--- src/rtl/enc_pkg.sv ---
// Shared constants and types for the request encoder / address decoder pair.
package enc_pkg;

  localparam int unsigned N_SLOT = 9;
  localparam int unsigned ADDR_W = 4;

  typedef enum logic {IDLE, GRANT} state_e;

  typedef logic [ADDR_W-1:0] slot_t;

  // Modular add for operands already below n; one subtraction is enough.
  function automatic int unsigned wrap_add(int unsigned a, int unsigned b, int unsigned n);
    int unsigned s;
    s = a + b;
    return (s >= n) ? s - n : s;
  endfunction

endpackage

--- src/rtl/rr_pick.sv ---
// Combinational round-robin picker: rotate req so ptr sits at bit 0, find the
// lowest set bit, then map the offset back to an absolute slot index.
module rr_pick
  import enc_pkg::*;
#(
  parameter int unsigned N  = N_SLOT,
  parameter int unsigned AW = ADDR_W
) (
  input  logic [N-1:0]  req,
  input  logic [AW-1:0] ptr,
  output logic          found,
  output logic [AW-1:0] idx,
  output logic          multi
);

  localparam int unsigned IW = $clog2(N);

  logic [N-1:0]  rot;
  logic [AW-1:0] off;

  // Rotate so that slot ptr becomes bit 0 of rot.
  always_comb begin
    rot = '0;
    for (int i = 0; i < N; i++) begin
      rot[i] = req[IW'(wrap_add(32'(ptr), 32'(i), N))];
    end
  end

  // Lowest set bit of the rotated vector, translated back to a slot number.
  always_comb begin
    found = 1'b0;
    off   = '0;
    for (int i = 0; i < N; i++) begin
      if (!found && rot[i]) begin
        found = 1'b1;
        off   = AW'(i);
      end
    end
    idx   = AW'(wrap_add(32'(ptr), 32'(off), N));
    multi = ($countones(req) > 1);
  end

endmodule

--- src/rtl/req_encoder.sv ---
// Round-robin request encoder: grants one of N request lines, presents its
// address with a valid/ack handshake and rotates priority past each grant.
module req_encoder
  import enc_pkg::*;
#(
  parameter int unsigned N  = N_SLOT,
  parameter int unsigned AW = ADDR_W
) (
  input  logic          clk,
  input  logic          rst_n,
  input  logic [N-1:0]  req,
  input  logic          ack,
  output logic [AW-1:0] add,
  output logic          valid,
  output logic [N-1:0]  grant_oh,
  output logic          multi
);

  state_e        state_q, state_d;
  logic [AW-1:0] ptr_q, ptr_d;
  logic [AW-1:0] add_q, add_d;
  logic          valid_q, valid_d;
  logic [N-1:0]  grant_oh_q, grant_oh_d;
  logic          multi_q, multi_d;

  logic          pick_found;
  logic [AW-1:0] pick_idx;
  logic          pick_multi;

  rr_pick #(
    .N  (N),
    .AW (AW)
  ) u_pick (
    .req   (req),
    .ptr   (ptr_q),
    .found (pick_found),
    .idx   (pick_idx),
    .multi (pick_multi)
  );

  // Next state: capture a grant from IDLE, hold it frozen until ack.
  always_comb begin
    state_d    = state_q;
    ptr_d      = ptr_q;
    add_d      = add_q;
    valid_d    = valid_q;
    grant_oh_d = grant_oh_q;
    multi_d    = multi_q;
    unique case (state_q)
      IDLE: begin
        if (pick_found) begin
          state_d    = GRANT;
          add_d      = pick_idx;
          grant_oh_d = N'(1) << pick_idx;
          multi_d    = pick_multi;
          valid_d    = 1'b1;
        end
      end
      GRANT: begin
        // add is left as-is after ack; only valid/grant_oh drop.
        if (ack) begin
          state_d    = IDLE;
          valid_d    = 1'b0;
          grant_oh_d = '0;
          ptr_d      = (add_q == AW'(N - 1)) ? '0 : add_q + 1'b1;
        end
      end
      default: state_d = IDLE;
    endcase
  end

  // State and output registers; reset clears everything asynchronously.
  always_ff @(posedge clk or negedge rst_n) begin
    if (!rst_n) begin
      state_q    <= IDLE;
      ptr_q      <= '0;
      add_q      <= '0;
      valid_q    <= 1'b0;
      grant_oh_q <= '0;
      multi_q    <= 1'b0;
    end else begin
      state_q    <= state_d;
      ptr_q      <= ptr_d;
      add_q      <= add_d;
      valid_q    <= valid_d;
      grant_oh_q <= grant_oh_d;
      multi_q    <= multi_d;
    end
  end

  assign add      = add_q;
  assign valid    = valid_q;
  assign grant_oh = grant_oh_q;
  assign multi    = multi_q;

endmodule
--- config.mk ---
export PLATFORM = sky130hd
export DESIGN_NAME = req_encoder
export DESIGN_NICKNAME = d
export VERILOG_FILES = /design/src/rtl/enc_pkg.sv /design/src/rtl/rr_pick.sv /design/src/rtl/req_encoder.sv
export SDC_FILE = /design/constraint.sdc
export NUM_CORES = 1
export LEC_CHECK = 0
export CORE_MARGIN = 2
export CORE_UTILIZATION = 35
export DETAILED_ROUTE_END_ITERATION = 12
export GPL_TIMING_DRIVEN = 0
export HOLD_SLACK_MARGIN = 0.15
export PLACE_DENSITY = 0.66
export SETUP_SLACK_MARGIN = 0.02
export SLEW_MARGIN = 20
export SYNTH_ARGS = -nofsm -noshare
export SYNTH_HDL_FRONTEND = slang
export SYNTH_SLANG_ARGS = --single-unit
--- constraint.sdc ---
create_clock -name clk -period 5.54 [get_ports clk]
set_input_delay 0.831 -clock clk [delete_from_list [all_inputs] [get_ports clk]]
set_output_delay 0.831 -clock clk [all_outputs]
set_load 0.02 [all_outputs]
==> reports/results.ini, run 1 <==
[cells_and_area]
final_core_util_pct=47.6
drive_gt1_share_pct=25.4
fillers=1191
antenna_cells=0
fin_nets=695
final_cell_mix=nand2_1 (43), nor2_1 (40), a21oi_1 (37), buf_4 (37), mux2i_1 (33)
syn_to_final_growth_pct=32.8
final_common_cell=nand2_1

[die]
fp.dieH_um=117
die-area_um2=13800
initial_core_util_pct=35.8
rows=41
io_pins=27
die_w_um=117
core_area_um2=12600

[synth]
netlist_area_um2=4500
synth-seq-cells=20
synth_largest_area_cell=dfrtp_1
synth_top_area_share_pct=11.1
netlist_instances=580
synth_edf_count=0
ys_types=90
seq_area_frac_synth_pct=11.1
synth_fp_nets=632
synth.top_cells.by_area=dfrtp_1 (11%), ha_1 (9.4%), mux2i_1 (7.8%), a21oi_1 (4.4%), nand2_1 (3.8%)
synth-async-reset-ratio_pct=100
avgSynthCellArea_um2=7.76
synth_flop_cell=dfrtp_1
ys_warn_count=0

[sta]
min_period_over_period_pct=98.3
relSlewSlack_pct=40.2
max_freq_ghz=0.184
fin_skew_ps=2.24
layout_min_cycle_time_ps=5450
final_hold_viol_count=0
setup_violations=0
finalMaxSlewViolations=0
fin_ws_ps=91.9
tns_ps=0
worst_pin_slew_ps=895

[global_route]
grt_use_total_pct=22.4
grt_start_max_net_pins=21
grt_pass1_wl_um=25400
grt_pass1_vias=4916
antenna_found_initial=0
grt_overflow=0

[critical_path]
crit_path_start_kind=input pin
cp_slowest_cell=a2111oi_0
cpMostUsedCell=mux2i_1
path_cells=clkdlybuf4s50_1 -> clkbuf_2 -> mux2i_1 -> o21ai_0 -> mux2i_1 -> a2111oi_0 -> a31oi_4 -> nand3b_1 -> a21oi_1 -> o21ba_2 -> ha_1 -> inv_1 -> fa_2 -> nand3_4 -> nor2_4 -> o21ai_4 -> nand2_2 -> xnor2_4 -> nor3b_4 -> nand2_1 -> mux2i_1
cp-end-kind=flip-flop
crit_required_ps=5720
arrival_ps=5630
path_max_fanout=10
timing_worst_setup_path_type=input pin to flip-flop
critPathMaxStageDelay_ps=630

[outcome]
outcome=completed

[clocking]
cts.clk_slew.worst_paths_ps=60
tritoncts=built
hold_buffers=0
ctsHtreeMaxLevel=1
cts_made_buffers=3
clk_latency_ps=250
cts_max_path_buffers=2
cts_sinks=20
cts_root_buffer=clkbuf_16

[placed_design]
io_buffers=26
gp_congestion=0.942
hpwlAfterDp_um=11300
preCtsSetupSlack_ps=-1480

[route]
antenna_left=0
drt_iter0_markers=613
wl_per_cell_um=20.4
via_count=5047
remaining_drc_errors=0
viasPerCell=6.20
routed_wl_um=16600
dr.pass1.iters=6

[hold_path]
hold_class=flip-flop to flip-flop

[job]
maxCapViolCount=0

[flip-flops by register name, indices dropped and copies added (netlist names)]
register,flops
add,4
grant_oh,9
multi,1
ptr_q,4
state_q,1
valid,1
[metrics by stage]
stage | hold slack, ps | cell area (um^2) | cells
after floorplan | 535 | 4510 | 580
after global placement | 467 | 4980 | 778
after detailed placement | 484 | 4980 | 778
after CTS | 500 | 5450 | 790
after global routing | 519 | 5980 | 814
final | 503 | 5980 | 814
[kinds of logic (layout without fill, tap and decap cells)]
kind of cell	Yosys count	after routing	share of synthesized area [%]
buffers and inverters	72	134	7.70
AND/OR/NAND/NOR	192	192	21.5
adder cells (fa/ha/maj)	40	40	12.1
multiplexers	44	44	11.0
XOR/XNOR	24	24	5.42
AO/OA/AOI/OAI	188	188	31.1
flip-flops	20	20	11.1
[area by class of cell]
cell class | instances | area, um^2 | area share, %
multi-input cells | 488 | 4160 | 69.5
repair buffers | 62 | 547 | 9.15
flip-flops and latches | 20 | 505 | 8.46
plain buffers | 35 | 313 | 5.23
well taps | 172 | 215 | 3.60
inverters | 33 | 136 | 2.28
clock buffers | 3 | 75.1 | 1.26
clock inverters | 1 | 30.0 | 0.502
[what timing repair did]
item | CTS | global route
gates resized for setup | 67 | 60
pin swaps | 7 | 27
setup endpoints to repair | 13 | 13
gates cloned | 0 | 1
buffers inserted | 11 | 24
[worst max-delay path: cells and delay by family]
family                   cells  cell delay [ps]
multiplexers                 3              430
AO/OA/AOI/OAI                6             1610
XOR/XNOR                     1              200
adder cells (fa/ha/maj)      2              690
AND/OR/NAND/NOR              6              830
buffers and inverters        3             1030
[path summary, 6_finish.rpt]
check	cells after the start	to	slack (ps)	startpoint
worst max-delay path	21	grant_oh[1]	90	req[7]
worst min-delay path	1	grant_oh[0]	500	grant_oh[0]
worst max register to register	26	grant_oh[1]	180	ptr_q[2]
worst min register to register	1	grant_oh[0]	500	grant_oh[0]
max in group asynchronous	1	ptr_q[3]	3850	rst_n
min in group asynchronous	1	grant_oh[2]	1080	rst_n
[cells in the mapped netlist (5+ instances only)]
master    count
a211oi_1      6
a21o_1        9
a21oi_1      40
a31oi_1      12
a32o_1        7
and2_1       11
and3_1        6
buf_2         6
buf_4         6
buf_6         6
clkbuf_1     18
dfrtp_1      20
fa_1          6
ha_1         34
inv_1        29
mux2i_1      35
nand2_1      45
nand2b_1      9
nand3_1      17
nand3b_1      5
nand4_1       5
nor2_1       43
nor2b_1       7
nor3_1       21
nor3b_1       5
o211ai_1      6
o21ai_0      29
o21ai_1       6
o221ai_1      5
o22ai_1       8
xnor2_1      18
[metal layers]
metal	share of wire (%)	global-route usage (%)	wire (um)	vias up
met5	0	0	0	-
met2	47	37.2	7850	322
met1	39	28.6	6510	2375
met4	3.8	9.64	634	0
met3	9.8	3.89	1630	75
li1	-	-	-	2275
Power of run 1 is left out: the tool's default activity adds up to more than one toggle a clock period on the data nets, which glitch-free logic cannot reach.
==> run 2: changes to the inputs <==
Settings changed: CAP_MARGIN set to 20, PLACE_DENSITY 0.66 to 0.64.
Clock period 5.54 ns to 6.2 ns, I/O delays scaled along.
==> reports/results.ini, run 2 (same netlist as run 1, synthesis figures left out) <==
[placed_design]
io_buffers=26  ; unchanged
postPlaceCellArea_um2=4980  ; -0.13%
gp_congestion=0.961  ; +2.0%
hpwlAfterDp_um=11300  ; -0.51%
preCtsSetupSlack_ps=-1240  ; +240 ps

[die]
core_area_um2=12600  ; unchanged
rows=41  ; unchanged
fp.dieH_um=117  ; unchanged
initial_core_util_pct=35.8  ; unchanged
io_pins=27  ; unchanged
die_w_um=117  ; unchanged
die-area_um2=13800  ; unchanged

[sta]
max_freq_ghz=0.169
final_hold_viol_count=0  ; unchanged
fin_ws_ps=279  ; +187 ps
layout_min_cycle_time_ps=5920
setup_violations=0  ; unchanged
min_period_over_period_pct=95.5
relSlewSlack_pct=40.6  ; +0.46 points
hold_ws_ps=499  ; -3.62 ps
fin_skew_ps=2.65  ; +0.418 ps
rsz0062_at_grt=no
worst_pin_slew_ps=884  ; -10.5 ps
finalMaxSlewViolations=0  ; unchanged

[global_route]
grt_overflow=0  ; unchanged
grt_pass1_wl_um=25400  ; about the same
grt_use_total_pct=22.4  ; +0.031 points
grt_pass1_vias=4791  ; -2.5%
grt_start_max_net_pins=21  ; unchanged
antenna_found_initial=0  ; unchanged

[clocking]
cts.clk_slew.worst_paths_ps=60  ; about the same
ctsHtreeMaxLevel=1  ; unchanged
cts_sinks=20  ; unchanged
cts_max_path_buffers=2  ; unchanged
cts_root_buffer=clkbuf_16
tritoncts=built
cts_made_buffers=3  ; unchanged
hold_buffers=0  ; unchanged
clk_latency_ps=250  ; about the same

[hold_path]
hold_class=flip-flop to flip-flop

[route]
via_count=4809  ; -4.7%
routed_wl_um=15800  ; -5.1%
remaining_drc_errors=0  ; unchanged
wl_per_cell_um=19.8  ; -2.9%
dr.pass1.iters=6  ; unchanged
antenna_left=0  ; unchanged
viasPerCell=6.05  ; -2.4%
drt_iter0_markers=584  ; -4.7%

[cells_and_area]
final_core_util_pct=42.6  ; -5.0 points
final_area_um2=5350  ; -11%
syn_to_final_growth_pct=18.8
fillers=1281  ; +7.6%
multi_input_area_um2=3780  ; -9.2%
final_cell_mix=nand2_1 (44), nor2_1 (43), a21oi_1 (40)
final_common_cell=nand2_1
largest_reg_flops=9  ; unchanged
fin_nets=676  ; -2.7%
antenna_cells=0  ; unchanged
drive_gt1_share_pct=16.9  ; -8.5 points
layout.area.seq_um2=504  ; -0.25%

[critical_path]
timing_worst_setup_path_type=flip-flop to flip-flop
crit_path_start_kind=flip-flop
path_max_fanout=10  ; unchanged
cp-end-kind=flip-flop
crit_required_ps=6380  ; +660 ps
arrival_ps=6100  ; +470 ps

[job]
maxCapViolCount=0  ; unchanged

[outcome]
outcome=completed

[run 2: per-stage QoR]
stage	TNS [ps]	cells
after floorplan	0	580
after global placement	-11550	778
after detailed placement	-11960	778
after CTS	0	785
after global routing	0	795
final	0	795
[run 2: layout make-up]
| type | instances | area share (%) |
|---|---|---|
| plain buffers | 37 | 4.56 |
| well taps | 172 | 4.02 |
| clock inverters | 1 | 0.561 |
| flip-flops and latches | 20 | 9.43 |
| inverters | 33 | 2.46 |
| multi-input cells | 488 | 70.6 |
| clock buffers | 3 | 1.40 |
| repair buffers | 41 | 6.97 |
[run 2: repair_timing]
action	4_1_cts	5_1_grt
setup buffers	3	12
pin swaps	0	1
setup endpoints to repair	13	13
hold endpoints to repair	0	0
gates resized for setup	16	29
[run 2: worst paths after layout]
| check | cells after the start | slack, ps | from | endpoint |
|---|---|---|---|---|
| max reg2reg | 27 | 280 | ptr_q[2] | grant_oh[1] |
| max | 27 | 280 | ptr_q[2] | grant_oh[1] |
| min | 1 | 500 | grant_oh[5] | grant_oh[5] |
| min in group asynchronous | 1 | 1170 | rst_n | grant_oh[2] |
| min reg2reg | 1 | 500 | grant_oh[5] | grant_oh[5] |
| max in group asynchronous | 1 | 4430 | rst_n | ptr_q[2] |
[run 2: layer usage]
metal  track usage [%]  up-vias  wire length (um)
met5                 0        -                 0
met3              3.79       43              1330
met4              7.23        0               370
li1                  -     2232                 -
met1              29.7     2296              6740
met2              37.2      238              7330
[run 2: worst max-delay path: stages, from the launching register on]
cell and delay (ps):
dfrtp_2 430, buf_4 230, buf_6 220, clkinvlp_4 140, ha_1 200, clkbuf_1 240, nor2b_1 220, or2_1 190
buf_2 180, a31o_4 260, and3_1 190, o21a_1 160, o32a_1 320, a31oi_4 270, nand3b_1 150, a21oi_1 70
o21ba_2 220, ha_1 180, inv_1 70, fa_1 490, nand3_1 170, nor2_1 60, o21ai_2 190, nand2_1 130
xnor2_2 250, nor3b_4 340, nand2_1 110, mux2i_1 130
Power of run 2 is left out for the same reason.
